File: config.mk
export PLATFORM = sky130hd
export DESIGN_NAME = riscv_wb_arbiter
export DESIGN_NICKNAME = d
export VERILOG_FILES = /design/src/rtl/riscv_wb_arbiter.sv
export SDC_FILE = /design/constraint.sdc
export NUM_CORES = 1
export LEC_CHECK = 0
export ABC_AREA = 1
export ABC_CLOCK_PERIOD_IN_PS = 4270
export CORE_UTILIZATION = 51
export DETAILED_ROUTE_END_ITERATION = 10
export HOLD_SLACK_MARGIN = 0.05
export PLACE_DENSITY = 0.8
export REMOVE_ABC_BUFFERS = 1
export SLEW_MARGIN = 40
export SYNTH_ARGS = -nofsm -noshare
export SYNTH_HDL_FRONTEND = slang
export SYNTH_SLANG_ARGS = --single-unit
File: constraint.sdc
create_clock -name clk -period 4.27 [get_ports clk]
set_input_delay 1.0675 -clock clk [delete_from_list [all_inputs] [get_ports clk]]
set_output_delay 1.0675 -clock clk [all_outputs]
set_load 0.005 [all_outputs]
File: src/rtl/riscv_wb_arbiter.sv
// rtl/riscv_wb_arbiter.sv - register-file writeback arbiter for ALU, LSU and multicycle results
//
// Ports:
//   clk, rst                      clock, asynchronous active-high reset
//   alu_*_i                       ALU result (always accepted)
//   lsu_*_i                       load result (always accepted)
//   mc_*_i, mc_ready_o            multicycle result, valid/ready handshake into a FIFO
//   waddr_a_o..we_a_o             registered write port A (ALU, else FIFO spill)
//   waddr_b_o..we_b_o             registered write port B (LSU, else FIFO head)
//   fifo_cnt_o                    multicycle FIFO occupancy
//   conflict_o                    registered pulse: A and B write the same address
module riscv_wb_arbiter #(
    parameter int ADDR_WIDTH = 6,
    parameter int DATA_WIDTH = 32,
    parameter int DEPTH      = 4
) (
    input  logic                       clk,
    input  logic                       rst,
    input  logic                       alu_valid_i,
    input  logic [ADDR_WIDTH-1:0]      alu_waddr_i,
    input  logic [DATA_WIDTH-1:0]      alu_wdata_i,
    input  logic                       alu_wtag_i,
    input  logic                       lsu_valid_i,
    input  logic [ADDR_WIDTH-1:0]      lsu_waddr_i,
    input  logic [DATA_WIDTH-1:0]      lsu_wdata_i,
    input  logic                       lsu_wtag_i,
    input  logic                       mc_valid_i,
    input  logic [ADDR_WIDTH-1:0]      mc_waddr_i,
    input  logic [DATA_WIDTH-1:0]      mc_wdata_i,
    input  logic                       mc_wtag_i,
    output logic                       mc_ready_o,
    output logic [ADDR_WIDTH-1:0]      waddr_a_o,
    output logic [DATA_WIDTH-1:0]      wdata_a_o,
    output logic                       wtag_a_o,
    output logic                       we_a_o,
    output logic [ADDR_WIDTH-1:0]      waddr_b_o,
    output logic [DATA_WIDTH-1:0]      wdata_b_o,
    output logic                       wtag_b_o,
    output logic                       we_b_o,
    output logic [$clog2(DEPTH):0]     fifo_cnt_o,
    output logic                       conflict_o
);

    localparam int PTR_W = $clog2(DEPTH);
    localparam int CNT_W = PTR_W + 1;

    logic [ADDR_WIDTH-1:0] fifo_addr [DEPTH];
    logic [DATA_WIDTH-1:0] fifo_data [DEPTH];
    logic                  fifo_tag  [DEPTH];

    logic [PTR_W-1:0]      wr_ptr;
    logic [PTR_W-1:0]      rd_ptr;
    logic [CNT_W-1:0]      count;

    logic                  push;
    logic                  pop;
    logic                  fifo_empty;
    logic                  b_from_fifo;
    logic                  a_from_fifo;
    logic                  a_sel;
    logic                  b_sel;
    logic [ADDR_WIDTH-1:0] a_addr_nxt;
    logic [DATA_WIDTH-1:0] a_data_nxt;
    logic                  a_tag_nxt;
    logic [ADDR_WIDTH-1:0] b_addr_nxt;
    logic [DATA_WIDTH-1:0] b_data_nxt;
    logic                  b_tag_nxt;
    logic                  we_a_nxt;
    logic                  we_b_nxt;
    logic                  conflict_nxt;

    // Ready depends only on the registered count, so a full FIFO stays
    // closed even in a cycle where it is also being drained.
    assign mc_ready_o = (count < CNT_W'(DEPTH));
    assign fifo_cnt_o = count;

    always_comb begin
        push        = mc_valid_i && mc_ready_o;
        fifo_empty  = (count == '0);
        // B prefers the LSU; the FIFO head spills to A only if B did not take it.
        b_from_fifo = !lsu_valid_i && !fifo_empty;
        a_from_fifo = !alu_valid_i && !fifo_empty && !b_from_fifo;
        pop         = b_from_fifo || a_from_fifo;

        a_sel      = alu_valid_i || a_from_fifo;
        a_addr_nxt = alu_valid_i ? alu_waddr_i : fifo_addr[rd_ptr];
        a_data_nxt = alu_valid_i ? alu_wdata_i : fifo_data[rd_ptr];
        a_tag_nxt  = alu_valid_i ? alu_wtag_i  : fifo_tag[rd_ptr];

        b_sel      = lsu_valid_i || b_from_fifo;
        b_addr_nxt = lsu_valid_i ? lsu_waddr_i : fifo_addr[rd_ptr];
        b_data_nxt = lsu_valid_i ? lsu_wdata_i : fifo_data[rd_ptr];
        b_tag_nxt  = lsu_valid_i ? lsu_wtag_i  : fifo_tag[rd_ptr];

        // x0 writes are consumed but never reach the regfile.
        we_a_nxt     = a_sel && (a_addr_nxt != '0);
        we_b_nxt     = b_sel && (b_addr_nxt != '0);
        conflict_nxt = we_a_nxt && we_b_nxt && (a_addr_nxt == b_addr_nxt);
    end

    // Storage carries no reset: validity is tracked entirely by count.
    always_ff @(posedge clk) begin
        if (push) begin
            fifo_addr[wr_ptr] <= mc_waddr_i;
            fifo_data[wr_ptr] <= mc_wdata_i;
            fifo_tag[wr_ptr]  <= mc_wtag_i;
        end
    end

    always_ff @(posedge clk or posedge rst) begin
        if (rst) begin
            wr_ptr     <= '0;
            rd_ptr     <= '0;
            count      <= '0;
            waddr_a_o  <= '0;
            wdata_a_o  <= '0;
            wtag_a_o   <= 1'b0;
            we_a_o     <= 1'b0;
            waddr_b_o  <= '0;
            wdata_b_o  <= '0;
            wtag_b_o   <= 1'b0;
            we_b_o     <= 1'b0;
            conflict_o <= 1'b0;
        end else begin
            // DEPTH is a power of two, so natural pointer overflow wraps to 0.
            if (push) wr_ptr <= wr_ptr + PTR_W'(1);
            if (pop)  rd_ptr <= rd_ptr + PTR_W'(1);
            case ({push, pop})
                2'b10:   count <= count + CNT_W'(1);
                2'b01:   count <= count - CNT_W'(1);
                default: count <= count;
            endcase

            // Idle ports keep their last addr/data/tag; only we drops.
            if (a_sel) begin
                waddr_a_o <= a_addr_nxt;
                wdata_a_o <= a_data_nxt;
                wtag_a_o  <= a_tag_nxt;
            end
            if (b_sel) begin
                waddr_b_o <= b_addr_nxt;
                wdata_b_o <= b_data_nxt;
                wtag_b_o  <= b_tag_nxt;
            end
            we_a_o     <= we_a_nxt;
            we_b_o     <= we_b_nxt;
            conflict_o <= conflict_nxt;
        end
    end

endmodule

Word level (Yosys, flattened, before mapping)

Memories as Yosys holds them, arrays and structs flattened.
Index checks and enable logic that the tools add are counted.

Input bits: 122
Output and inout port bits: 85
Logic and storage cells: 51
Bits in registers: 88
Memories kept: 3
RAM bits: 156

Multiplexer cells: 9
Reductions and logical operators: 19
Magnitude comparators: 1
Add/subtract/negate cells: 4
Equal/unequal tests: 3

Memory list:

| name      | words | bits a word | rd ports | clocked after memory_dff | wr ports | line | text |
|---|---|---|---|---|---|---|---|
| fifo_data | 4     | 32          | 1        | 0                        | 1        | 48   | `logic [DATA_WIDTH-1:0] fifo_data [DEPTH];` |
| fifo_addr | 4     | 6           | 1        | 0                        | 1        | 47   | `logic [ADDR_WIDTH-1:0] fifo_addr [DEPTH];` |
| fifo_tag  | 4     | 1           | 1        | 0                        | 1        | 49   | `logic fifo_tag [DEPTH];` |

Operators by type and width:

| cell                | count |
|---|---|
| $mux 32             | 2 |
| $mux 6              | 2 |
| $reduce_bool 6->1   | 2 |
| $logic_and 1x1->1   | 8 |
| $eq 6x6->1          | 1 |
| $pmux 3 s2          | 1 |
| $add 2x1->2 const B | 2 |
| $logic_not 1->1     | 4 |
| $mux 1              | 4 |
| $add 3x1->3 const B | 1 |
| $logic_not 3->1     | 1 |
| $logic_or 1x1->1    | 3 |
| $lt 3x3->1 const B  | 1 |
| $sub 3x1->3 const B | 1 |
| $eq 2x1->1 const B  | 1 |
| $eq 2x2->1 const B  | 1 |
| $reduce_bool 2->1   | 1 |

Logic depth before layout (Yosys ltp)

Depth in word-level cells: 9
Depth in mapped cells: 13
Mapped depth without buffers: 11

Least setup slack after synthesis

No wires, ideal clock.

Path type: input -> register
From: in mc_valid_i
To: mem fifo_addr[0][0] (enable)
Data required time: 3.835 ns
Library setup time: 0.435 ns
Path buffers: 0
Cell stages on the path: 2
Slack: 0.941 ns
Arrival time: 2.893 ns
Path through: nand2_1 > nor2_1

Cells in the longest elaborated chain, start to end: 3

RTL lines:

| element                      | line | text |
|---|---|---|
| start: declaration           | 27   | `input logic mc_valid_i,` |
| $logic_and 1x1->1            | 78   | `push = mc_valid_i && mc_ready_o;` |
| $mux 1                       | 103  | `if (push) begin` |
| $mux 1 (not written as such) | 104  | `fifo_addr[wr_ptr] <= mc_waddr_i;` |
| end: declaration             | 47   |  |

Every way passes these cells.

Worst setup path after layout

From: in mc_valid_i
To: mem fifo_tag[2] (enable)

Cells in the longest elaborated chain, start to end: 3

RTL lines:

| element                      | line | text |
|---|---|---|
| $logic_and 1x1->1            | 78   |  |
| $mux 1                       | 103  |  |
| $mux 1 (not written as such) | 106  | `fifo_tag[wr_ptr] <= mc_wtag_i;` |
| end: declaration             | 49   |  |

Every way passes these cells.

==> reports/metrics.cfg <==
[timing]
timing.clock.skew_ns = 0.0172
timing.final.setup_violations = 0
final_max_slew_viol_count = 0
final_period_minus_worst_setup_slack_ns = 2.63
post_route_clock_period_utilization_pct = 61.6
max_clock_freq_mhz = 380
timing.slew.headroom_pct = 48.6
unrepaired_setup_endpoints_after_global_routing = false
worst_slew_pin_slew_ns = 0.770
final_hold_viol_count = 0
final.setup.tns_ns = 0

[layout]
num_antenna_cells = 0
post_route_cells_drive_above_1_share_pct = 6.68
finish.net_count = 1203
layout_common_cells = sky130_fd_sc_hd__nand2_1, sky130_fd_sc_hd__clkdlybuf4s50_1, sky130_fd_sc_hd__edfxtp_1
areaGrowthSynthToFinish_pct = 30.5
final_core_util_pct = 68.8
leading_cell_type_in_the_layout_fill_and_taps_excluded = sky130_fd_sc_hd__nand2_1

[clocking]
htree_levels = 1
cts.reportedPaths.clkPinSlew_ns = 0.06
cts_hold_buffers = 0
tritoncts = built
max-clock-path-buffers = 3
clk-insertion-delay-late_ns = 0.52
cts_resized = 0
num_clock_sinks = 244
root_buffer_cell = sky130_fd_sc_hd__clkbuf_16
tritoncts_buffer_count = 24
postCtsSetupBuffers = 0

[synth]
yosysWarningCount = 0
yosys.area.top_type_share_pct = 46.9
post_synth_instance_area_um2 = 9990
seq_area_frac_synth_pct = 68.9
post_synth_main_area_contributors = sky130_fd_sc_hd__edfxtp_1, sky130_fd_sc_hd__dfrtp_1, sky130_fd_sc_hd__nand2_1, sky130_fd_sc_hd__o211ai_1, sky130_fd_sc_hd__a32o_1
netlist.top_cell.by_area = sky130_fd_sc_hd__edfxtp_1
syn_avg_cell_area_um2 = 11.4
synth_cell_types = 30
syn_inst = 879
synth.ff_latch_count = 244

[job]
maxCapViolations = 0

[floorplanning]
num_io_pins = 207
fp-row-count = 50
dieWidth_um = 142
die_area_um2 = 20200
die-height_um = 142
design.core.area_um2 = 19000
starting_density_of_the_core_pct = 52.7

[drt]
detail_route.wl_per_cell_um = 18.0
drc = 0
routed_wl_um = 24400
route.antenna.remaining_nets = 0
via_density_per_instance = 5.46
drtIter0Drc = 436
drt_pre_antenna_iters = 4
via_count = 7382

[global_route]
largest_net_degree_at_the_start_of_global_routing = 80
groute.usage.overall_pct = 24.4
grt_first_pass_wirelength_um = 38100
globalRouteOverflowTotal = 0
number_of_antenna_violations_at_the_first_check_in_global_routing = 0
number_of_global_route_vias_before_repair = 7456

[power]
p_int_w = 0.00550
peakVddDrop_v = 0.000332
power_density_nw_per_um2 = 624
total_switching_power_w = 0.00264
p_leak_nw = 4.99
share_comb_of_total_power_pct = 32.8
p_seq_share_pct = 41.5
clock_power_share_pct = 25.7
power_switching_share_pct = 32.4

[setup_path]
timing_worst_setup_path_type = in2reg
critical_path.startpoint_type = input pin
critical_path.endpoint_type = register
cp.arrival_ns = 2.79
timing.critical_path.fanout_max = 28
critical_path_required_ns = 4.43

[placement]
place.port_buffers = 206
place.detailed.hpwl_um = 15500
gp_routability_congestion = 0.822

[min_path]
holdCritPathClass = reg2reg

[run_status]
run_status = completed

==> routing by layer <==
layer	vias up	GRT usage, %	share of wire, %
met5	-	0	0
met2	282	41.7	49
li1	3447	-	-
met1	3605	31.9	41
met4	0	7.19	2.3
met3	48	4.78	7.2
==> path summary, 6_finish.rpt <==
kind	start	to	slack (ns)	cells after the start
min in group asynchronous	rst	waddr_b_o[4]$_DFFE_PP0P_	0.98	2
max	mc_valid_i	fifo_tag[2]$_DFFE_PP_	1.64	4
min	wdata_a_o[16]$_DFFE_PP0P_	wdata_a_o[16]$_DFFE_PP0P_	0.49	2
max reg2reg	rd_ptr[0]$_DFFE_PP0P_	conflict_o$_DFF_PP0_	1.87	11
min reg2reg	wdata_a_o[16]$_DFFE_PP0P_	wdata_a_o[16]$_DFFE_PP0P_	0.49	2
max in group asynchronous	rst	wdata_b_o[25]$_DFFE_PP0P_	2.65	3
==> cells by family (layout without fill, tap and decap cells) <==
family / count (synthesis) / in the layout / synth area share, %
flip-flops: 244 / 244 / 68.9
AO/OA/AOI/OAI: 141 / 141 / 9.67
buffers and inverters: 78 / 292 / 3.91
adder cells (fa/ha/maj): 6 / 6 / 0.827
XOR/XNOR: 4 / 4 / 0.351
AND/OR/NAND/NOR: 406 / 406 / 16.3
==> through the flow <==
stage | std cells | total power (W) | setup slack, ns | cell area, um^2 | hold WS [ns]
after floorplan | 831 | 0.00472 | 0.924 | 9720 | 0.476
after global placement | 1309 | 0.00598 | 1.15 | 12200 | 0.467
after detailed placement | 1309 | 0.00607 | 1.12 | 12200 | 0.474
after CTS | 1353 | 0.00818 | 1.63 | 13000 | 0.489
after global routing | 1353 | 0.00858 | 1.56 | 13000 | 0.506
final | 1353 | 0.00814 | 1.64 | 13000 | 0.488
==> cell usage after synthesis <==
master                     number
sky130_fd_sc_hd__nand2_1      319
sky130_fd_sc_hd__edfxtp_1     156
sky130_fd_sc_hd__dfrtp_1       88
sky130_fd_sc_hd__o211ai_1      50
sky130_fd_sc_hd__nand3_1       39
sky130_fd_sc_hd__nor2_1        34
sky130_fd_sc_hd__a21oi_1       27
sky130_fd_sc_hd__o21ai_0       27
sky130_fd_sc_hd__buf_2         26
sky130_fd_sc_hd__a32o_1        25
sky130_fd_sc_hd__inv_1         25
sky130_fd_sc_hd__clkbuf_1      12
sky130_fd_sc_hd__o22ai_1        8
sky130_fd_sc_hd__buf_6          6
sky130_fd_sc_hd__ha_1           5
sky130_fd_sc_hd__nand3_2        5
sky130_fd_sc_hd__or2_2          5
sky130_fd_sc_hd__o21ai_1        4
sky130_fd_sc_hd__buf_4          3
sky130_fd_sc_hd__xor2_1         3
sky130_fd_sc_hd__inv_2          2
sky130_fd_sc_hd__nor2_2         2
sky130_fd_sc_hd__buf_1          1
sky130_fd_sc_hd__clkinv_2       1
sky130_fd_sc_hd__fa_1           1
sky130_fd_sc_hd__inv_4          1
sky130_fd_sc_hd__inv_6          1
sky130_fd_sc_hd__nand2_2        1
sky130_fd_sc_hd__nor3_2         1
sky130_fd_sc_hd__xnor2_1        1
==> power groups by stage <==
stage	clock network (W)	registers, W	logic [W]
3_5_place_dp	0	0.00341	0.00266
6_report	0.00209	0.00338	0.00267
4_1_cts	0.00212	0.00337	0.00269
5_1_grt	0.00222	0.00343	0.00293
2_1_floorplan	0	0.00343	0.00130
3_3_place_gp	0	0.00340	0.00258
==> worst max-delay path: stages <==
cell                              delay, ns
sky130_fd_sc_hd__clkdlybuf4s50_1       0.46
sky130_fd_sc_hd__nand2_1               0.32
sky130_fd_sc_hd__nor2_4                0.47
sky130_fd_sc_hd__buf_4                 0.46
==> sequential cells by signal, summed over array words and instances (netlist names) <==
register / count
waddr_a_o: 6
wtag_b_o: 1
fifo_addr: 24
waddr_b_o: 6
conflict_o: 1
fifo_cnt_o: 3
rd_ptr: 2
wdata_a_o: 32
wtag_a_o: 1
wdata_b_o: 32
fifo_data: 128
wr_ptr: 2
we_a_o: 1
fifo_tag: 4
we_b_o: 1
==> cell type report <==
cell class	count	area, um^2
multi-input combinational	557	2750
clock inverter	5	86.3
tap	260	325
sequential	244	6890
inverter	30	124
clock buffer	39	707
fill	1290	5920
timing repair buffer	218	2150
Note: power is estimated with default switching activity, not from simulation.
